`config.mk`:
```
export PLATFORM = sky130hd
export DESIGN_NAME = snoop_responder_flat
export DESIGN_NICKNAME = d
export VERILOG_FILES = /design/src/rtl/snoop_responder_if.sv /design/src/rtl/snoop_responder.sv /design/src/flat_wrapper.sv
export SDC_FILE = /design/constraint.sdc
export NUM_CORES = 1
export LEC_CHECK = 0
export CELL_PAD_IN_SITES_DETAIL_PLACEMENT = 1
export CELL_PAD_IN_SITES_GLOBAL_PLACEMENT = 1
export CORE_AREA = 2 2 81 83
export CTS_CLUSTER_DIAMETER = 80
export DETAILED_ROUTE_END_ITERATION = 8
export DIE_AREA = 0 0 83 85
export PLACE_DENSITY_LB_ADDON = 0.1
export SLEW_MARGIN = 0
export SYNTH_ARGS = -nofsm -noshare
export SYNTH_HDL_FRONTEND = slang
export SYNTH_SLANG_ARGS = --single-unit
```
`constraint.sdc`:
```
create_clock -name clk -period 2.8 [get_ports clk]
set_input_delay 0.56 -clock clk [delete_from_list [all_inputs] [get_ports clk]]
set_output_delay 0.56 -clock clk [all_outputs]
set_load 0.05 [all_outputs]
```
`src/rtl/snoop_responder_if.sv`:
```
// Snoop bus message seen by every cache: valid, source core, line address, bus_tx.
// bus_tx encoding: 0 BUS_RD, 1 BUS_RDX, 2 BUS_UPGR, 3 BUS_FLUSH.
interface snoop_responder_if #(
    parameter int unsigned XLEN  = 32,
    parameter int unsigned SRC_W = 2
);
    logic             valid;
    logic [SRC_W-1:0] source;
    logic [XLEN-1:0]  addr;
    logic [1:0]       bus_tx;

    modport master (output valid, source, addr, bus_tx);
    modport slave  (input  valid, source, addr, bus_tx);
endinterface

```
`src/rtl/snoop_responder.sv`:
```
// Per-core MESI snoop responder: filters own traffic, looks up the line state,
// applies the snoop transition, answers shared/dirty and sequences a dirty flush.
// MESI encoding on tag_state/state_wr_val: 0 I, 1 S, 2 E, 3 M.
// Optional statistics outputs hit_cnt/flush_cnt are built when SNOOP_STATS_EN is defined.
module snoop_responder #(
    parameter int unsigned CPU_ID      = 0,
    parameter int unsigned SHARED_HOLD = 1,
    parameter int unsigned XLEN        = 32,
    parameter int unsigned SRC_W       = 2
) (
    input  logic                clk,
    input  logic                rst,
    snoop_responder_if.slave    bus_msg,
    output logic                snoop_busy,
    output logic                tag_req,
    output logic [XLEN-1:0]     tag_addr,
    input  logic [1:0]          tag_state,
    output logic                state_wr,
    output logic [1:0]          state_wr_val,
    output logic                flush_req,
    input  logic                flush_ack,
    output logic                snoop_shared,
    output logic                snoop_dirty,
    output logic                protocol_err
`ifdef SNOOP_STATS_EN
    ,
    output logic [15:0]         hit_cnt,
    output logic [15:0]         flush_cnt
`endif
);
    typedef enum logic [1:0] {MESI_I = 2'd0, MESI_S = 2'd1, MESI_E = 2'd2, MESI_M = 2'd3} mesi_t;
    typedef enum logic [1:0] {BUS_RD = 2'd0, BUS_RDX = 2'd1, BUS_UPGR = 2'd2, BUS_FLUSH = 2'd3} bus_tx_t;
    typedef enum logic [1:0] {IDLE, LOOKUP, RESOLVE, FLUSH} state_t;

    localparam int unsigned HW = (SHARED_HOLD < 2) ? 1 : $clog2(SHARED_HOLD);

    state_t          state, state_nx;
    logic [XLEN-1:0] addr_q;
    bus_tx_t         tx_q;
    mesi_t           old_q;
    mesi_t           new_st;
    logic            upgr_err;
    logic            snoop_in;
    logic            accept;
    logic [HW-1:0]   hold_cnt;
    logic            hold_sh;
    logic            hold_dt;
    logic            hit;

    // A snoopable message from another core; rst gates accept so outputs stay 0 in reset.
    always_comb begin
        snoop_in = bus_msg.valid && (bus_msg.source != SRC_W'(CPU_ID)) &&
                   (bus_tx_t'(bus_msg.bus_tx) != BUS_FLUSH);
        accept   = (state == IDLE) && snoop_in && !rst;
        tag_addr = accept ? bus_msg.addr : addr_q;
        hit      = (old_q != MESI_I);
    end

    // MESI snoop transition for the captured transaction and looked-up state.
    always_comb begin
        new_st   = old_q;
        upgr_err = 1'b0;
        case (tx_q)
            BUS_RD:   new_st = (old_q == MESI_I) ? MESI_I : MESI_S;
            BUS_RDX:  new_st = MESI_I;
            BUS_UPGR: begin
                new_st   = MESI_I;
                upgr_err = (old_q == MESI_M) || (old_q == MESI_E);
            end
            default:  new_st = old_q;
        endcase
    end

    // State register.
    always_ff @(posedge clk or posedge rst) begin
        if (rst) state <= IDLE;
        else     state <= state_nx;
    end

    // Next-state and handshake outputs.
    always_comb begin
        state_nx     = state;
        snoop_busy   = 1'b1;
        tag_req      = 1'b0;
        state_wr     = 1'b0;
        state_wr_val = MESI_I;
        flush_req    = 1'b0;
        protocol_err = 1'b0;
        case (state)
            IDLE: begin
                snoop_busy = accept;
                tag_req    = accept;
                if (accept) state_nx = LOOKUP;
            end
            LOOKUP: begin
                protocol_err = snoop_in;
                state_nx     = RESOLVE;
            end
            RESOLVE: begin
                state_wr     = !upgr_err && (new_st != old_q);
                state_wr_val = state_wr ? new_st : MESI_I;
                protocol_err = snoop_in || upgr_err;
                state_nx     = (!upgr_err && old_q == MESI_M) ? FLUSH : IDLE;
            end
            FLUSH: begin
                flush_req    = 1'b1;
                protocol_err = snoop_in;
                if (flush_ack) state_nx = IDLE;
            end
            default: state_nx = IDLE;
        endcase
    end

    // Capture the accepted message and the looked-up line state.
    always_ff @(posedge clk or posedge rst) begin
        if (rst) begin
            addr_q <= '0;
            tx_q   <= BUS_RD;
            old_q  <= MESI_I;
        end else begin
            if (accept) begin
                addr_q <= bus_msg.addr;
                tx_q   <= bus_tx_t'(bus_msg.bus_tx);
            end
            if (state == LOOKUP) old_q <= mesi_t'(tag_state);
        end
    end

    // The RESOLVE cycle drives shared/dirty directly; the counter extends them SHARED_HOLD-1 more cycles.
    always_ff @(posedge clk or posedge rst) begin
        if (rst) begin
            hold_cnt <= '0;
            hold_sh  <= 1'b0;
            hold_dt  <= 1'b0;
        end else if (state == RESOLVE) begin
            hold_cnt <= HW'(SHARED_HOLD - 1);
            hold_sh  <= hit;
            hold_dt  <= (old_q == MESI_M);
        end else if (hold_cnt != '0) begin
            hold_cnt <= hold_cnt - 1'b1;
        end
    end

    // Shared/dirty response.
    always_comb begin
        if (state == RESOLVE) begin
            snoop_shared = hit;
            snoop_dirty  = (old_q == MESI_M);
        end else begin
            snoop_shared = (hold_cnt != '0) && hold_sh;
            snoop_dirty  = (hold_cnt != '0) && hold_dt;
        end
    end

`ifdef SNOOP_STATS_EN
    // Saturating hit and flush counters.
    always_ff @(posedge clk or posedge rst) begin
        if (rst) begin
            hit_cnt   <= '0;
            flush_cnt <= '0;
        end else begin
            if (state == RESOLVE && hit && hit_cnt != '1) hit_cnt <= hit_cnt + 1'b1;
            if (state == FLUSH && flush_ack && flush_cnt != '1) flush_cnt <= flush_cnt + 1'b1;
        end
    end
`endif
endmodule
```
`src/flat_wrapper.sv`:
```
// flat-port wrapper written by rule: the top's interface ports become plain ports
module snoop_responder_flat 
#(
    parameter int unsigned CPU_ID      = 0,
    parameter int unsigned SHARED_HOLD = 1,
    parameter int unsigned XLEN        = 32,
    parameter int unsigned SRC_W       = 2
)
  (clk, rst, snoop_busy, tag_req, tag_addr, tag_state, state_wr, state_wr_val, flush_req, flush_ack, snoop_shared, snoop_dirty, protocol_err, bus_msg_valid, bus_msg_source, bus_msg_addr, bus_msg_bus_tx);
  snoop_responder_if #(.XLEN(XLEN), .SRC_W(SRC_W)) bus_msg_i ();
  input  logic clk;
  input  logic rst;
  output logic snoop_busy;
  output logic tag_req;
  output logic [XLEN-1:0] tag_addr;
  input  logic [1:0] tag_state;
  output logic state_wr;
  output logic [1:0] state_wr_val;
  output logic flush_req;
  input  logic flush_ack;
  output logic snoop_shared;
  output logic snoop_dirty;
  output logic protocol_err;
  input wire logic [$bits(bus_msg_i.valid)-1:0] bus_msg_valid;
  input wire logic [$bits(bus_msg_i.source)-1:0] bus_msg_source;
  input wire logic [$bits(bus_msg_i.addr)-1:0] bus_msg_addr;
  input wire logic [$bits(bus_msg_i.bus_tx)-1:0] bus_msg_bus_tx;
  assign bus_msg_i.valid = bus_msg_valid;
  assign bus_msg_i.source = bus_msg_source;
  assign bus_msg_i.addr = bus_msg_addr;
  assign bus_msg_i.bus_tx = bus_msg_bus_tx;
  snoop_responder #(.CPU_ID(CPU_ID), .SHARED_HOLD(SHARED_HOLD), .XLEN(XLEN), .SRC_W(SRC_W)) u_core (.clk(clk), .rst(rst), .bus_msg(bus_msg_i), .snoop_busy(snoop_busy), .tag_req(tag_req), .tag_addr(tag_addr), .tag_state(tag_state), .state_wr(state_wr), .state_wr_val(state_wr_val), .flush_req(flush_req), .flush_ack(flush_ack), .snoop_shared(snoop_shared), .snoop_dirty(snoop_dirty), .protocol_err(protocol_err));
endmodule
```
# ---- Word level (Yosys, flattened, before mapping)
# Cells that the tools add are included.
# W data, S select, Z words.
dict set report word_totals {
  input_bits 42
  reg_bits 41
  output_inout_bits 41
}
dict set report classes {
  muxes 19
  addsub 1
  reduce_logical 20
  n_eq_ne 11
}
# cell count
set ops {}
lappend ops {{$mux W32} 1}
lappend ops {{$eq A2 B2 Y1 const B} 5}
lappend ops {{$mux W1} 10}
lappend ops {{$mux W2} 5}
lappend ops {{$logic_and A1 B1 Y1} 8}
lappend ops {{$pmux W2 S4} 1}
lappend ops {{$logic_not A2 Y1} 3}
lappend ops {{$eq A2 B1 Y1 const B} 2}
lappend ops {{$ne A2 B2 Y1 const B} 2}
lappend ops {{$pmux W2 S2} 1}
lappend ops {{$reduce_bool A2 Y1} 2}
lappend ops {{$reduce_or A2 Y1} 2}
lappend ops {{$logic_not A1 Y1} 2}
lappend ops {{$logic_or A1 B1 Y1} 2}
lappend ops {{$ne A2 B1 Y1 const B} 1}
lappend ops {{$ne A2 B2 Y1} 1}
lappend ops {{$pmux W1 S2} 1}
lappend ops {{$reduce_and A2 Y1} 1}
lappend ops {{$sub A1 B1 Y1 const B} 1}

# ---- Logic depth before layout (Yosys ltp)
# Gate-level depths: netlist (run 1).
dict set report logic_depth {
  word_depth 7
  mapped_depth 4
  ltp_nobuf 3
}

# ---- Least setup slack after synthesis (run 1)
# No wires, ideal clock.
dict set report synth_timing {
  path_kind {input to output}
  start {input rst}
  end {output tag_addr[10]}
  setup_slack_ps -168
  path_buffers 1
  required_time_ps 2240
  path_stages 4
  t_arrival_ps 2408
  cell_sequence {inv_1 nand4_4 buf_6 mux2_4}
}
dict set report synth_between {
  elab_chain_len 3
}
# item line_no
set synth_lines {}
lappend synth_lines {{start, declared} flat_wrapper.sv:12} ;# input logic rst;
lappend synth_lines {{$logic_not A1 Y1} snoop_responder.sv:54} ;# accept = (state == IDLE) && snoop_in && !rst;
lappend synth_lines {{$logic_and A1 B1 Y1} snoop_responder.sv:54}
lappend synth_lines {{$mux W32} -}
lappend synth_lines {{end, declared} flat_wrapper.sv:15} ;# output logic [XLEN-1:0] tag_addr;
# No other way between the ends.

# ---- Worst setup path in the final report (run 1)
dict set report layout_timing {
  start {input bus_msg_bus_tx[1]}
  end {output tag_addr[22]}
}
dict set report layout_between {
  elab_chain_len 5
}
# item line_no
set layout_lines {}
lappend layout_lines {{start, declared} flat_wrapper.sv:27} ;# input wire logic [$bits(bus_msg_i.bus_tx)-1:0] bus_msg_bus_tx;
lappend layout_lines {{$ne A2 B2 Y1} snoop_responder.sv:53} ;# (bus_tx_t'(bus_msg.bus_tx) != BUS_FLUSH);
lappend layout_lines {{$logic_and A1 B1 Y1} snoop_responder.sv:52} ;# snoop_in = bus_msg.valid && (bus_msg.source != SRC_W'(CPU_ID)) &&
lappend layout_lines {{$logic_and A1 B1 Y1 (2 in a row)} snoop_responder.sv:54}
lappend layout_lines {{$mux W32} -}
# No other way between the ends.

==> flow_summary.toml, run 1 <==
[cells_and_area]
areaGrowthSynthToFinish_pct = 60.25
fillCellCount = 660
fin_cells = 273
final_design_area_no_fill_mm2 = 0.002689
num_antenna_cells = 0
utilization_pct = 43.34
drive_gt1_share_pct = 44.39
nets = 237

[synthesis]
synthArstFlopShare_pct = 100.0
synth_common_cells = "38 x dfrtp_1, 27 x mux2_4, 9 x mux2_2"
ys.flop_type = "dfrtp_1"
yosysMostFrequentCell = "dfrtp_1"
synth_cells = 108
avgSynthCellArea_um2 = 15.54
yosysWarnings = 0
synth_area_mm2 = 0.001678
synth-seq-cells = 38
synth_cell_type_count = 21
synth_edf_count = 0
yosysTopAreaCell = "dfrtp_1"
yosys-top-cells-area = "dfrtp_1 57%, mux2_4 24%, mux2_2 6.0%"
ys_seq_area_share_pct = 56.67
synthDominantCellAreaShare_pct = 56.67
syn_nets = 150

[clock_tree]
ctsHtreeMaxLevel = 2
clk_pin_slew_ps = 70
cts_made_buffers = 5
tritoncts = "built"
cts.sinks = 38
ctsHoldBuffers = 0
cts_resized = 0
cts_setup_buffers = 0
cts_buffer_depth = 2
cts_root_buffer = "clkbuf_8"
clk-insertion-delay-late_ps = 290

[sta]
maxSlewViolCount = 0
fin_crit_sh_pct = 96.39
setup_viol = 0
grt_setup_unrepaired = "false"
hold_viol = 0
clock_skew_ps = 6.827
fin_tns_setup_ps = 0
fmax_mhz = 370.5
post-route-min-period_ps = 2699
tightest_slew_ps = 516.7
max-slew-margin-rel_pct = 65.44

[flow_run]
cap_viol_max_count = 0

[global_routing]
grtUsageTotal_pct = 12.38
grt.overflow.total = 0
antenna_found_initial = 0
grt_pass1_wl_um = 6851
grt_pass1_vias = 1341
grt_max_degree = 39

[place]
hpwl_um = 3090
io_buffers = 81
gp_congestion = 0.7623
placed_area_mm2 = 0.002551
placed_cells = 265

[setup_path]
worstSetupPathType = "in2out"
crit_fanout = 20
crit_arrival_ps = 2140
cp.required_ps = 2240
end_kind = "output port"
start_kind = "primary input"

[routing]
routedWlPerCell_um = 14.88
drt_iter0_markers = 50
ant_nets = 0
drt_wl_total_um = 4062
vias = 1194
vias_per_cell = 4.374
drc = 0
first_pass_iters = 4

[floorplan]
core.rowCount = 29
die_height_um = 85
io_pins = 83
initial_core_util_pct = 27.04
design.core.area_mm2 = 0.006205
die_area_mm2 = 0.007055
die_x_um = 83

[power]
pwr-share-comb_pct = 58.9
powerDensity_mw_per_mm2 = 1351
p_sw_share_pct = 45.28
leakagePower_nw = 1.274
clkPwrFrac_pct = 15.2
ir_drop_mv = 0.6313
p_seq_share_pct = 25.9
finalPower_mw = 3.633
p_sw_mw = 1.645
internal_power_mw = 1.988

[min_path]
hold_class = "reg2reg"

[run_status]
status = "finished clean"
-- layout by cell type (no fill, tap or decap), types with 2 or more instances in the layout --
master and n:
nor2b_1 2, nand2b_1 3, nor2_1 4, dfrtp_1 38, clkbuf_8 5, buf_4 33, buf_12 5, nand2_1 6
mux2_4 27, inv_1 3, mux2_2 9, clkdlybuf4s50_1 46, bufinv_16 2
-- through the flow --
step	setup WS (ps)	hold WS, ps
global route	49.17	516.7
detailed placement	102.0	481.2
CTS	97.45	502.5
global placement	135.6	478.2
floorplan	180.7	518.6
finish	100.9	495.8
-- critical path, stage by stage --
cell	delay, ps
clkdlybuf4s50_1	470
a2bb2oi_2	230
nand4_4	150
buf_12	200
mux2_4	320
buf_4	190
-- cell type report --
type / instances / area [um2] / area share, %
tap: 77 / 96.34 / 3.583
timing repair buffer: 84 / 808.3 / 30.06
clock buffer: 5 / 68.82 / 2.559
inverter: 4 / 18.77 / 0.6980
multi-input combinational: 62 / 676.9 / 25.17
sequential: 38 / 950.9 / 35.37
clock inverter: 3 / 68.82 / 2.559
-- metal layers --
layer	track usage (%)	vias to the layer above	wire, um
met3	5.156	6	354
met1	14.28	590	1586
met5	0	-	0
met2	20.97	57	2073
met4	4.024	0	48
li1	-	541	-
-- state kept, by name, indices dropped and copies added (netlist names) --
signal	flops
u_core.tx_q	2
u_core.addr_q	32
u_core.state	2
u_core.old_q	2
-- worst paths after layout --
kind                                             startpoint                           to  slack, ps  depth (start not counted)
worst max-delay path                      bus_msg_bus_tx[1]                 tag_addr[22]        100                          6
worst min-delay path            u_core.addr_q[26]$_DFF_PP0_  u_core.addr_q[26]$_DFF_PP0_        500                          1
worst max register to register  u_core.state[0]$_DFFE_PP0P_  u_core.addr_q[22]$_DFF_PP0_       1310                          4
worst min register to register  u_core.addr_q[26]$_DFF_PP0_  u_core.addr_q[26]$_DFF_PP0_        500                          1
max in group asynchronous                               rst  u_core.addr_q[12]$_DFF_PP0_       1660                          3
min in group asynchronous                               rst  u_core.addr_q[17]$_DFF_PP0_        800                          3
-- kinds of logic (layout without fill, tap and decap cells) --
group | count (synthesis) | count (layout) | synth area share, %
other cells | 1 | 1 | 0.2235
buf+inv | 8 | 96 | 3.355
simple gates | 20 | 20 | 7.085
mux | 36 | 36 | 30.20
flops | 38 | 38 | 56.67
compound gates | 5 | 5 | 2.460
-- power groups by stage --
stage / clock network (mW) / logic (mW) / registers [mW]
after floorplan: 0 / 1.57 / 0.911
after global placement: 0 / 2.13 / 0.942
after detailed placement: 0 / 2.16 / 0.955
after CTS: 0.576 / 2.17 / 0.944
after global routing: 0.604 / 2.24 / 0.981
final: 0.554 / 2.14 / 0.939
No activity file was read; power rests on OpenSTA's default activity.
==> run 2: changes to the inputs <==
--- a/config.mk
+++ b/config.mk
@@ -12,6 +12,7 @@
 export DETAILED_ROUTE_END_ITERATION = 8
 export DIE_AREA = 0 0 83 85
 export PLACE_DENSITY_LB_ADDON = 0.1
+export RECOVER_POWER = 50
 export SLEW_MARGIN = 0
 export SYNTH_ARGS = -nofsm -noshare
 export SYNTH_HDL_FRONTEND = slang
==> run 2 against run 1 <==
Effect of this change: wire length decreased by 0.64%; sequential cell count unchanged; core utilization decreased by 0.38 points; global-route usage unchanged; total power decreased by 1.0%; worst hold slack about the same; largest cell class unchanged.
==> flow_summary.toml, run 2 (same netlist as run 1, synthesis figures left out) <==
[power]
ir_drop_mv = 0.6315
powerDensity_mw_per_mm2 = 1349
leakagePower_nw = 1.248

[clock_tree]
ctsHoldBuffers = 0
cts.sinks = 38
cts_buffer_depth = 2
ctsHtreeMaxLevel = 2
cts_root_buffer = "clkbuf_8"
cts_setup_buffers = 0
cts_made_buffers = 5
clk_pin_slew_ps = 80
clk-insertion-delay-late_ps = 290
cts_resized = 0
tritoncts = "built"

[cells_and_area]
num_antenna_cells = 0
regMostFlops = "u_core.addr_q"
drive_gt1_share_pct = 40.82
nets = 237
final_common_cell = "clkdlybuf4s50_1"
layout_common_cells = "46 x clkdlybuf4s50_1, 38 x dfrtp_1, 32 x buf_4"
areaGrowthSynthToFinish_pct = 58.84
fin_cells = 273
largest_reg_flops = 32

[global_routing]
grt_pass1_wl_um = 6851
antenna_found_initial = 0
grtUsageTotal_pct = 12.38
grt_pass1_vias = 1341
grt.overflow.total = 0
grt_max_degree = 39

[sta]
fmax_mhz = 369.0
tightest_slew_ps = 949.9
fin_crit_sh_pct = 96.78
hold_viol = 0
max-slew-margin-rel_pct = 36.67
clock_skew_ps = 5.406
holdWs_ps = 495.9
fin_tns_setup_ps = 0
post-route-min-period_ps = 2710
setup_viol = 0
maxSlewViolCount = 0
grt_setup_unrepaired = "false"

[setup_path]
crit_fanout = 20
worstSetupPathType = "in2out"
max_stage_delay_ps = 470
cp.required_ps = 2240
reg2regPathDepth = 4
crit_chain = "clkdlybuf4s50_1, a2bb2oi_2, nand4_4, buf_12, mux2_1, buf_4"
crit_path_top_delay_cell = "clkdlybuf4s50_1"
crit_arrival_ps = 2150
end_kind = "output port"
start_kind = "primary input"

[place]
hpwl_um = 3090
io_buffers = 81
gp_congestion = 0.7623
placed_cells = 265

[run_status]
status = "finished clean"

[floorplan]
die_height_um = 85
design.core.area_mm2 = 0.006205
core.rowCount = 29
initial_core_util_pct = 27.04
die_area_mm2 = 0.007055
io_pins = 83
die_x_um = 83

[min_path]
holdPathStages = 1
hold_class = "reg2reg"

[routing]
drt_iter0_markers = 36
vias_per_cell = 4.363
drt_wl_total_um = 4036
ant_nets = 0
first_pass_iters = 4
drc = 0
routedWlPerCell_um = 14.78
vias = 1191

[flow_run]
cap_viol_max_count = 0
[run 2: report_power, final]
group | total [mW] | switching (mW) | leakage, nW | internal [mW]
Combinational | 2.10 | 1.32 | 0.727 | 0.779
Sequential | 0.938 | 0.120 | 0.453 | 0.818
Clock | 0.555 | 0.198 | 0.0683 | 0.357
[run 2: path summary, 6_finish.rpt]
check | end | from | slack (ps)
worst max-delay path | tag_addr[30] | bus_msg_bus_tx[1] | 90
worst min register to register | u_core.addr_q[3]$_DFF_PP0_ | u_core.addr_q[3]$_DFF_PP0_ | 500
worst min-delay path | u_core.addr_q[3]$_DFF_PP0_ | u_core.addr_q[3]$_DFF_PP0_ | 500
max in group asynchronous | u_core.addr_q[12]$_DFF_PP0_ | rst | 1210
min in group asynchronous | u_core.addr_q[17]$_DFF_PP0_ | rst | 990
worst max register to register | u_core.addr_q[30]$_DFF_PP0_ | u_core.state[0]$_DFFE_PP0P_ | 1290
[run 2: layer usage]
layer	routed length (um)	global-route usage [%]
met1	1556	14.28
met2	2076	20.97
met3	354	5.156
met4	48	4.024
met5	0	0
[run 2: worst max-delay path: cells and delay by family]
kind                   cells  cell delay, ps
AO/OA/AOI/OAI              1             230
buffers and inverters      3             870
multiplexers               1             330
AND/OR/NAND/NOR            1             160
[run 2: through the flow]
stage	area, um2	util (%)	setup slack (ps)	power (mW)
after floorplan	1688	-	180.7	2.483
after global placement	2551	41.12	135.6	3.073
after detailed placement	2551	41.12	102.0	3.110
after CTS	2689	43.34	97.45	3.686
after global routing	2665	42.95	29.96	3.790
final	2665	42.95	90.27	3.596
[run 2: layout make-up]
class / instances / area [um2]
clock buffer: 5 / 68.82
clock inverter: 3 / 68.82
fill: 659 / 3540
inverter: 4 / 16.27
multi-input combinational: 62 / 658.1
sequential: 38 / 950.9
tap: 77 / 96.34
timing repair buffer: 84 / 805.8
